`src/rtl/spi_burst_sequencer.sv`:
```
// Burst sequencer in front of a single-CS SPI master: replays buffered host bytes in one
// chip-select burst and buffers the replies. Define SPI_SEQ_TIMEOUT_EN for a per-byte watchdog.
module spi_burst_sequencer #(
  parameter int MAX_BYTES_PER_CS = 3,
  parameter int DEPTH            = 4,
  parameter int TIMEOUT_CLKS     = 1024,
  parameter int CW               = $clog2(MAX_BYTES_PER_CS + 1)
) (
  input  logic          i_Clk,
  input  logic          i_Rst,
  input  logic          i_Wr_DV,
  input  logic [7:0]    i_Wr_Byte,
  output logic          o_Wr_Full,
  input  logic          i_Start,
  input  logic [CW-1:0] i_Len,
  output logic          o_Busy,
  output logic          o_Done,
  output logic          o_Err,
  input  logic          i_Rd_En,
  output logic [7:0]    o_Rd_Byte,
  output logic          o_Rd_Empty,
  output logic          o_RX_Ovf,
  output logic [CW-1:0] o_TX_Count,
  output logic [7:0]    o_TX_Byte,
  output logic          o_TX_DV,
  input  logic          i_TX_Ready,
  input  logic          i_RX_DV,
  input  logic [7:0]    i_RX_Byte
);

  localparam int AW = $clog2(DEPTH);
  localparam logic [AW:0] FULL_CNT = (AW + 1)'(DEPTH);

  localparam logic [1:0] IDLE    = 2'd0;
  localparam logic [1:0] SEND    = 2'd1;
  localparam logic [1:0] WAIT_RX = 2'd2;
  localparam logic [1:0] DONE    = 2'd3;

  if (DEPTH < MAX_BYTES_PER_CS || (DEPTH & (DEPTH - 1)) != 0) begin : g_bad_depth
    $error("DEPTH must be a power of two no smaller than MAX_BYTES_PER_CS");
  end
  if (TIMEOUT_CLKS < 1) begin : g_bad_timeout
    $error("TIMEOUT_CLKS must be at least 1");
  end

  logic [1:0]    state;
  logic [7:0]    tx_mem [DEPTH];
  logic [7:0]    rx_mem [DEPTH];
  logic [AW-1:0] tx_wr_ptr, tx_rd_ptr, rx_wr_ptr, rx_rd_ptr;
  logic [AW:0]   tx_cnt, rx_cnt;
  logic [CW-1:0] byte_cnt, byte_cnt_inc;
  logic [31:0]   len_w, occ_w, max_w;
  logic          tx_full, rx_full, rx_empty;
  logic          tx_wr, tx_pop, rx_push_req, rx_push, rx_pop, rx_drop;
  logic          start_ok, progress, timeout;
  logic [AW:0]   tx_discard;

  assign tx_full  = (tx_cnt == FULL_CNT);
  assign rx_full  = (rx_cnt == FULL_CNT);
  assign rx_empty = (rx_cnt == '0);

  assign tx_wr       = i_Wr_DV && !tx_full;
  assign tx_pop      = (state == SEND) && i_TX_Ready;
  assign rx_push_req = (state == WAIT_RX) && i_RX_DV;
  assign rx_push     = rx_push_req && !rx_full;
  assign rx_drop     = rx_push_req && rx_full;
  assign rx_pop      = i_Rd_En && !rx_empty;
  assign progress    = tx_pop || rx_push_req;

  assign byte_cnt_inc = byte_cnt + 1'b1;

  // Lengths are compared at a common width so CW and the occupancy width may differ
  assign len_w    = 32'(i_Len);
  assign occ_w    = 32'(tx_cnt);
  assign max_w    = 32'(MAX_BYTES_PER_CS);
  assign start_ok = (len_w != 32'd0) && (len_w <= max_w) && (occ_w >= len_w);

  assign o_Busy     = (state != IDLE);
  assign o_Wr_Full  = tx_full;
  assign o_Rd_Empty = rx_empty;
  assign o_Rd_Byte  = rx_empty ? 8'h00 : rx_mem[rx_rd_ptr];

`ifdef SPI_SEQ_TIMEOUT_EN
  localparam int TW = $clog2(TIMEOUT_CLKS + 1);
  localparam logic [TW-1:0] TO_LAST = TW'(TIMEOUT_CLKS - 1);

  logic [TW-1:0] to_cnt;

  // Any progress event or timeout is a state change, so the watchdog restarts per byte
  always_ff @(posedge i_Clk) begin
    if (i_Rst) begin
      to_cnt <= '0;
    end else if (!o_Busy || state == DONE || progress || timeout) begin
      to_cnt <= '0;
    end else begin
      to_cnt <= to_cnt + 1'b1;
    end
  end

  assign timeout = ((state == SEND) || (state == WAIT_RX)) && !progress && (to_cnt == TO_LAST);

  // In WAIT_RX the in-flight byte has already left the TX buffer
  always_comb begin
    tx_discard = '0;
    if (timeout) begin
      if (state == SEND) tx_discard = (AW + 1)'(o_TX_Count - byte_cnt);
      else               tx_discard = (AW + 1)'(o_TX_Count - byte_cnt - 1'b1);
    end
  end
`else
  assign timeout    = 1'b0;
  assign tx_discard = '0;
`endif

  always_ff @(posedge i_Clk) begin
    if (tx_wr) tx_mem[tx_wr_ptr] <= i_Wr_Byte;
    if (rx_push) rx_mem[rx_wr_ptr] <= i_RX_Byte;
  end

  always_ff @(posedge i_Clk) begin
    if (i_Rst) begin
      tx_wr_ptr <= '0;
      tx_rd_ptr <= '0;
      tx_cnt    <= '0;
      rx_wr_ptr <= '0;
      rx_rd_ptr <= '0;
      rx_cnt    <= '0;
      o_RX_Ovf  <= 1'b0;
    end else begin
      tx_wr_ptr <= tx_wr_ptr + AW'(tx_wr);
      tx_rd_ptr <= tx_rd_ptr + AW'(tx_pop) + tx_discard[AW-1:0];
      tx_cnt    <= tx_cnt + (AW + 1)'(tx_wr) - (AW + 1)'(tx_pop) - tx_discard;
      rx_wr_ptr <= rx_wr_ptr + AW'(rx_push);
      rx_rd_ptr <= rx_rd_ptr + AW'(rx_pop);
      rx_cnt    <= rx_cnt + (AW + 1)'(rx_push) - (AW + 1)'(rx_pop);
      o_RX_Ovf  <= o_RX_Ovf | rx_drop;
    end
  end

  always_ff @(posedge i_Clk) begin
    if (i_Rst) begin
      state      <= IDLE;
      byte_cnt   <= '0;
      o_TX_Count <= '0;
      o_TX_Byte  <= 8'h00;
      o_TX_DV    <= 1'b0;
      o_Done     <= 1'b0;
      o_Err      <= 1'b0;
    end else begin
      o_TX_DV <= tx_pop;
      o_Done  <= 1'b0;
      o_Err   <= timeout;
      if (tx_pop) o_TX_Byte <= tx_mem[tx_rd_ptr];
      case (state)
        IDLE: begin
          if (i_Start) begin
            if (start_ok) begin
              o_TX_Count <= i_Len;
              byte_cnt   <= '0;
              state      <= SEND;
            end else begin
              o_Err <= 1'b1;
            end
          end
        end
        SEND: begin
          if (timeout) state <= IDLE;
          else if (i_TX_Ready) state <= WAIT_RX;
        end
        WAIT_RX: begin
          if (timeout) begin
            state <= IDLE;
          end else if (i_RX_DV) begin
            byte_cnt <= byte_cnt_inc;
            state    <= (byte_cnt_inc == o_TX_Count) ? DONE : SEND;
          end
        end
        default: begin
          o_Done <= 1'b1;
          state  <= IDLE;
        end
      endcase
    end
  end

endmodule
```
`config.mk`:
```
export PLATFORM = sky130hd
export DESIGN_NAME = spi_burst_sequencer
export DESIGN_NICKNAME = d
export VERILOG_FILES = /design/src/rtl/spi_burst_sequencer.sv
export SDC_FILE = /design/constraint.sdc
export NUM_CORES = 1
export LEC_CHECK = 0
export ABC_CLOCK_PERIOD_IN_PS = 5300
export CELL_PAD_IN_SITES_DETAIL_PLACEMENT = 1
export CELL_PAD_IN_SITES_GLOBAL_PLACEMENT = 2
export CORE_ASPECT_RATIO = 0.75
export CORE_UTILIZATION = 42
export CTS_CLUSTER_SIZE = 25
export DETAILED_ROUTE_END_ITERATION = 10
export GPL_TIMING_DRIVEN = 0
export PLACE_DENSITY_LB_ADDON = 0.1
export REMOVE_ABC_BUFFERS = 1
export SYNTH_ARGS = -nofsm -noshare
export SYNTH_HDL_FRONTEND = slang
export SYNTH_SLANG_ARGS = --single-unit
```
`constraint.sdc`:
```
create_clock -name i_Clk -period 5.3 [get_ports i_Clk]
set_input_delay 1.06 -clock i_Clk [delete_from_list [all_inputs] [get_ports i_Clk]]
set_output_delay 1.06 -clock i_Clk [all_outputs]
set_load 0.01 [all_outputs]
```
==> results of run 1 <==
-- worst max-delay path, stage by stage (launching register included) --
cell	delay (ns)
sky130_fd_sc_hd__dfxtp_1	0.73
sky130_fd_sc_hd__mux4_1	0.63
sky130_fd_sc_hd__and2_2	0.21
sky130_fd_sc_hd__clkdlybuf4s50_1	0.47
-- area by class of cell --
class | instances | area (µm²) | area share, %
well taps | 112 | 140 | 2.96
multi-input cells | 140 | 1200 | 25.4
repair buffers | 49 | 490 | 10.4
inverters | 11 | 42.5 | 0.899
flip-flops and latches | 96 | 2560 | 54.2
clock buffers | 9 | 225 | 4.76
clock inverters | 7 | 66.3 | 1.40
-- per-layer routing --
layer | part of all wire (%) | track usage, %
met3 | 4.6 | 5.50
met4 | 1.7 | 6.46
met5 | 0 | 0
met2 | 46 | 24.7
met1 | 48 | 20.8
-- cell families after synthesis --
group / after synthesis
buf+inv: 21
compound gates: 25
simple gates: 76
flops: 96
mux: 17
fa+ha+maj: 10
xor+xnor: 12
-- per-stage QoR --
step           util (%)  hold slack [ns]  std cells  worst slack (ns)
6_report           52.5            0.457        424              1.85
2_1_floorplan         -            0.474        247              2.59
5_1_grt            52.5            0.484        424              1.75
4_1_cts            52.5            0.459        424              1.75
3_5_place_dp       49.3            0.449        408              1.81
3_3_place_gp       49.2            0.445        408              1.53
-- sequential cells by signal (all words and copies together) (netlist names), 2 cells and up --
name and flops:
byte_cnt 2, o_TX_Byte 8, o_TX_Count 2, rx_cnt 3
rx_mem 32, rx_rd_ptr 2, rx_wr_ptr 2, state 2
tx_cnt 3, tx_mem 32, tx_rd_ptr 2, tx_wr_ptr 2
-- placed cells by master (no fill, tap or decap), types with 7 or more instances in the layout --
master                            count
sky130_fd_sc_hd__edfxtp_1            64
sky130_fd_sc_hd__a21oi_1             11
sky130_fd_sc_hd__clkbuf_16            9
sky130_fd_sc_hd__xnor2_1              8
sky130_fd_sc_hd__nor2b_1              7
sky130_fd_sc_hd__and2_2               8
sky130_fd_sc_hd__dfxtp_1             32
sky130_fd_sc_hd__nand2_1             22
sky130_fd_sc_hd__mux4_2              13
sky130_fd_sc_hd__inv_1               10
sky130_fd_sc_hd__clkdlybuf4s50_1     49
sky130_fd_sc_hd__ha_1                 8
sky130_fd_sc_hd__nor2_1              17
-- worst paths after layout --
check,start,to,slack (ns)
hold reg to reg,o_TX_Byte[7],o_TX_Byte[7],0.46
setup / recovery,rx_rd_ptr[0],o_Rd_Byte[5],1.85
hold / removal,o_TX_Byte[7],o_TX_Byte[7],0.46
setup reg to reg,state[1],tx_cnt[2],2.90
-- power by group through the flow --
| stage | logic [mW] | clock network (mW) | registers, mW |
|---|---|---|---|
| 5_1_grt | 0.548 | 0.668 | 0.955 |
| 4_1_cts | 0.512 | 0.645 | 0.947 |
| 2_1_floorplan | 0.305 | 0 | 0.944 |
| 3_5_place_dp | 0.508 | 0 | 0.962 |
| 3_3_place_gp | 0.496 | 0 | 0.960 |
| 6_report | 0.499 | 0.628 | 0.943 |
==> qor_table.md, run 1 <==
| Parameter | Reported |
|:---|:---|
| Routability Congestion | 0.720 |
| Cell Int Power | 1.48 mW |
| Top Ports | 50 |
| Pwr/cell area | 438 mW/mm² |
| Minimum clock period after layout | 3.45 ns |
| Setup violations, final | 0 |
| Max_cap viols | 0 |
| Buffer type at the clock tree root | sky130_fd_sc_hd__clkbuf_16 |
| Height of the die | 85.4 µm |
| Antenna-violating nets left | 0 |
| Count of warnings emitted by yosys | 0 |
| Clock latency on the worst-skew pair | 0.35 ns |
| Detail-routed via count per cell | 5.08 |
| Leakage | 1.64 nW |
| Critical Path RT | 4.24 ns |
| Share of cells above drive strength 1 | 15.1% |
| Combined area of all synthesized cells | 0.00390 mm² |
| Max-slew violation count | 0 |
| Fillers | 870 |
| Cell types occupying the most area after synthesis | sky130_fd_sc_hd__edfxtp_1 (49%), sky130_fd_sc_hd__dfxtp_1 (16%), sky130_fd_sc_hd__mux4_2 (7.5%) |
| RSZ-0062 raised after global routing | no |
| Post-Synth Adder-Cell Area | 3.60% |
| Core area | 0.00901 mm² |
| Routed via count | 2154 |
| Die Span X | 113 µm |
| Xor-xnor portion of the synthesized cell area | 2.70% |
| DRT iter0 DRCs | 74 |
| Die area | 0.00967 mm² |
| Sinks on the clock net | 96 |
| Post-DP HPWL | 4780 µm |
| Logic gate share of total power | 24.1% |
| Mean instance size in the synthesized netlist | 15.2 µm² |
| Compound-gate portion of the synthesized area | 4.21% |
| Worst r2r path cells | 9 |
| Post-synth ARST share | 0% |
| Wire length after detailed routing | 7100 µm |
| Final Total Pwr | 2.07 mW |
| Placed Area | 0.00444 mm² |
| Cells on Worst Hold Path | 2 |
| Total GRT Usage | 16.0% |
| Pin slew with the least headroom to its limit | 1.29 ns |
| Category of the worst setup path capture point | primary output |
| Final total negative setup slack | 0 ns |
| Clock Path Buffers | 2 |
| Proportion of synthesized chip area in sequential cells | 65.7% |
| Clock network fraction of design power | 30.4% |
| Worst endpoint data arrival time | 2.39 ns |
| Detail-routed net length per standard cell | 16.7 µm |
| Combinational family with the most area after synthesis | simple AND/OR/NAND/NOR gates |
| Result of the run | finished clean |
| Number of global-route vias before repair | 2098 |
| Area share of the leading cell type in the synthesized netlist | 49.3% |
| Final nets | 342 |
| Number of distinct library cell variants in the gate-level netlist after synthesis | 42 |
| CP Launch Type | flop |
| Number of inserted diodes | 0 |
| Type of the setup path with the least slack | flop to primary output |
| Cts bufs inserted | 9 |
| Count of buffers added by post-CTS timing repair for setup | 0 |
| Worst slew margin | 13.9% |
| Max VDD drop | 0.202 mV |
| Initial core utilization | 43.3% |
| Max Fanout on Critical Path | 10 |
| Largest net degree at the start of global routing | 32 |
| Hold_buf cts | 0 |
| Number of standard cells after synthesis | 257 |
| Power share of the sequential group | 45.5% |
| DR pass1 iterations | 4 |
| Row count | 30 |
| Post-route DRC violation count | 0 |
| Top post-synthesis cells by count | sky130_fd_sc_hd__edfxtp_1 (64), sky130_fd_sc_hd__dfxtp_1 (32), sky130_fd_sc_hd__nand2_1 (22) |
| Clock edge transition at the registers on the reported setup and hold paths | 0.07 ns |
| Net switching power | 0.587 mW |
| Worst min-delay path class | flop to flop |
| Net Sw Frac | 28.4% |
| CTS tree | yes |
| Mux cell area share after synthesis | 9.79% |
| Synthesis-to-layout area growth | 21.4% |
| Library cell occupying the most area in the post-synthesis netlist | sky130_fd_sc_hd__edfxtp_1 |
| Antenna violations before repair | 0 |
| Simple-gate share of the synthesized area | 10.5% |
| Max H-tree Level | 3 |
| Final global-route overflow total | 0 |
| Final count of hold timing violations | 0 |
| Top FF cell, synth | sky130_fd_sc_hd__edfxtp_1 |
| Number of synthesized flops with an enable pin | 64 |
| Most frequent cell after synthesis | sky130_fd_sc_hd__edfxtp_1 |
| Total of buffers placed on input and output ports | 49 |
| Maximum clock rate | 0.290 GHz |
| Count of state elements after synthesis | 96 |
| Final cycle utilization of the critical path | 65.1% |
| Total of cells resized after clock tree synthesis | 0 |
| Skew final | 0.00486 ns |
| Global-route wire length before repair | 11100 µm |
| Final std cell area, no fill | 0.00473 mm² |
Power figures use the tool's default switching activity.
==> run 2, diff against run 1 <==
--- a/config.mk
+++ b/config.mk
@@ -5,11 +5,11 @@
 export SDC_FILE = /design/constraint.sdc
 export NUM_CORES = 1
 export LEC_CHECK = 0
-export ABC_CLOCK_PERIOD_IN_PS = 5300
+export ABC_CLOCK_PERIOD_IN_PS = 3600
 export CELL_PAD_IN_SITES_DETAIL_PLACEMENT = 1
 export CELL_PAD_IN_SITES_GLOBAL_PLACEMENT = 2
 export CORE_ASPECT_RATIO = 0.75
-export CORE_UTILIZATION = 42
+export CORE_UTILIZATION = 39
 export CTS_CLUSTER_SIZE = 25
 export DETAILED_ROUTE_END_ITERATION = 10
 export GPL_TIMING_DRIVEN = 0
==> constraint.sdc (replaced) <==
create_clock -name i_Clk -period 3.6 [get_ports i_Clk]
set_input_delay 0.72 -clock i_Clk [delete_from_list [all_inputs] [get_ports i_Clk]]
set_output_delay 0.72 -clock i_Clk [all_outputs]
set_load 0.01 [all_outputs]
==> qor_table.md, run 2 (synthesized netlist as in run 1, its figures left out) <==
| Parameter | Reported | vs previous |
|:---|:---|:---|
| Result of the run | finished clean |  |
| Critical path's largest stage delay | 0.74 ns | about the same |
| Final global-route overflow total | 0 | unchanged |
| Share of cells above drive strength 1 | 14.7% | -0.32 points |
| DRT iter0 DRCs | 120 | +62% |
| Total GRT Usage | 15.5% | -0.54 points |
| Sinks on the clock net | 96 | unchanged |
| Skew final | 0.00674 ns | +0.00189 ns |
| Final total negative setup slack | 0 ns | unchanged |
| Leakage | 1.64 nW | +0.38% |
| Hold_buf cts | 0 | unchanged |
| Worst slew margin | 17.4% | +3.5 points |
| Synthesis-to-layout area growth | 22.2% |  |
| Category of the worst setup path capture point | primary output |  |
| WL met2 | 3260 µm | about the same |
| Antenna violations before repair | 0 | unchanged |
| Antenna-violating nets left | 0 | unchanged |
| Max Used Layer | met4 |  |
| Detail-routed net length per standard cell | 16.4 µm | -1.8% |
| Max H-tree Level | 3 | unchanged |
| Setup violations, final | 0 | unchanged |
| Row count | 31 | +3.3% |
| Master of the slowest instance on the critical path | sky130_fd_sc_hd__dfxtp_1 |  |
| Clock Path Buffers | 2 | unchanged |
| Max Fanout on Critical Path | 10 | unchanged |
| Count of buffers added by post-CTS timing repair for setup | 0 | unchanged |
| Routed via count | 2151 | -0.14% |
| Pin slew with the least headroom to its limit | 1.23 ns | -0.0597 ns |
| CTS tree | yes |  |
| Post-DP HPWL | 4960 µm | +3.7% |
| Final cycle utilization of the critical path | 86.3% |  |
| Routability Congestion | 0.687 | -4.5% |
| Placed Area | 0.00446 mm² | +0.56% |
| Final count of hold timing violations | 0 | unchanged |
| Worst endpoint data arrival time | 2.39 ns | about the same |
| Initial core utilization | 40.2% | -3.1 points |
| Maximum clock rate | 0.322 GHz |  |
| Top Ports | 50 | unchanged |
| CP Launch Type | flop |  |
| Wire length after detailed routing | 7300 µm | +2.9% |
| Minimum clock period after layout | 3.11 ns |  |
| Worst R2R Start | state[1] |  |
| Registers with the most flip-flops | rx_mem: 32 flops, tx_mem: 32 flops, o_TX_Byte: 8 flops |  |
| Crit path launch | rx_rd_ptr[0] |  |
| Fillers | 951 | +9.3% |
| Detail-routed via count per cell | 4.84 | -4.6% |
| Cells along the critical path | mux4_1, and2_2, clkdlybuf4s50_1 |  |
| Critical Path RT | 2.88 ns | -1.36 ns |
| Wire length on met1 | 3600 µm | +6.4% |
| Family with the most delay on the worst path | flip-flops |  |
| Max-slew violation count | 0 | unchanged |
| Height of the die | 88.6 µm | +3.7% |
| Max_cap viols | 0 | unchanged |
| Buffer type at the clock tree root | sky130_fd_sc_hd__clkbuf_16 |  |
| Pwr/cell area | 643 mW/mm² | +47% |
| Post-route DRC violation count | 0 | unchanged |
| Final nets | 342 | unchanged |
| Clock edge transition at the registers on the reported setup and hold paths | 0.07 ns | about the same |
| Layout Cells excl Fill | 444 | +4.7% |
| Cts bufs inserted | 9 | unchanged |
| Number of placed instances with taps included | 428 | +4.9% |
| Global-route wire length before repair | 11600 µm | +4.7% |
| Buffers & Inverters on Critical Path | 1 | unchanged |
| Largest net degree at the start of global routing | 32 | unchanged |
| DR WL met3 | 332 µm | +0.61% |
| Most common cell after layout, fill and taps aside | sky130_fd_sc_hd__edfxtp_1 |  |
| Number of inserted diodes | 0 | unchanged |
| Top library cells by usage in the layout, fill and taps aside | sky130_fd_sc_hd__edfxtp_1 (64), sky130_fd_sc_hd__clkdlybuf4s50_1 (49), sky130_fd_sc_hd__dfxtp_1 (32) |  |
| Worst min-delay path class | flop to flop |  |
| Total of buffers placed on input and output ports | 49 | unchanged |
| RSZ-0062 raised after global routing | no |  |
| Final std cell area, no fill | 0.00476 mm² | +0.69% |
| Number of global-route vias before repair | 2224 | +6.0% |
| Worst Min Path Start | o_TX_Byte[3] |  |
| Max VDD drop | 0.289 mV | +43% |
| Type of the setup path with the least slack | flop to primary output |  |
| Die area | 0.0104 mm² | +7.5% |
| Core area | 0.00970 mm² | +7.6% |
| DR pass1 iterations | 4 | unchanged |
| Die Span X | 117 µm | +3.7% |
| Clock latency on the worst-skew pair | 0.34 ns | about the same |
| Total of cells resized after clock tree synthesis | 0 | unchanged |
## run 2: path summary, 6_finish.rpt
kind / to / slack (ns) / depth (start not counted)
setup / recovery: o_Rd_Byte[1] / 0.49 / 3
hold / removal: o_TX_Byte[3] / 0.46 / 2
setup reg to reg: tx_cnt[2] / 1.14 / 9
hold reg to reg: o_TX_Byte[3] / 0.46 / 2
## run 2: metrics by stage
stage / power [mW] / worst slack (ns) / hold slack, ns / utilization (%)
detailed placement: 2.16 / 0.401 / 0.452 / 46.0
finish: 3.06 / 0.492 / 0.462 / 49.1
global route: 3.23 / 0.379 / 0.485 / 49.1
floorplan: 1.84 / 1.23 / 0.474 / -
CTS: 3.11 / 0.441 / 0.461 / 49.1
global placement: 2.14 / 0.199 / 0.445 / 46.0
## run 2: area by class of cell
class	instances	area (µm²)	share of cell area (%)
clock buffer	10	229	4.81
clock inverter	6	65.1	1.37
inverter	11	42.5	0.893
multi-input combinational	140	1210	25.4
sequential	96	2560	53.8
tap	132	165	3.47
timing repair buffer	49	490	10.3
## run 2: tightest hold or removal path: cells and delay by family, from the launching register on
kind | cells | cell delay (ns)
AO/OA/AOI/OAI | 1 | 0.05
AND/OR/NAND/NOR | 1 | 0.05
flip-flops | 1 | 0.31
## run 2: where the power goes
group	switching, mW	internal, mW	total, mW
combinational	0.310	0.417	0.728
clock	0.403	0.542	0.945
sequential	0.110	1.28	1.39
total	0.823	2.24	3.06
## run 2: routing by layer
metal,track usage (%),vias to the layer above
li1,-,1039
met5,0,-
met4,6.73,0
met2,23.5,39
met3,5.15,6
met1,20.5,1067
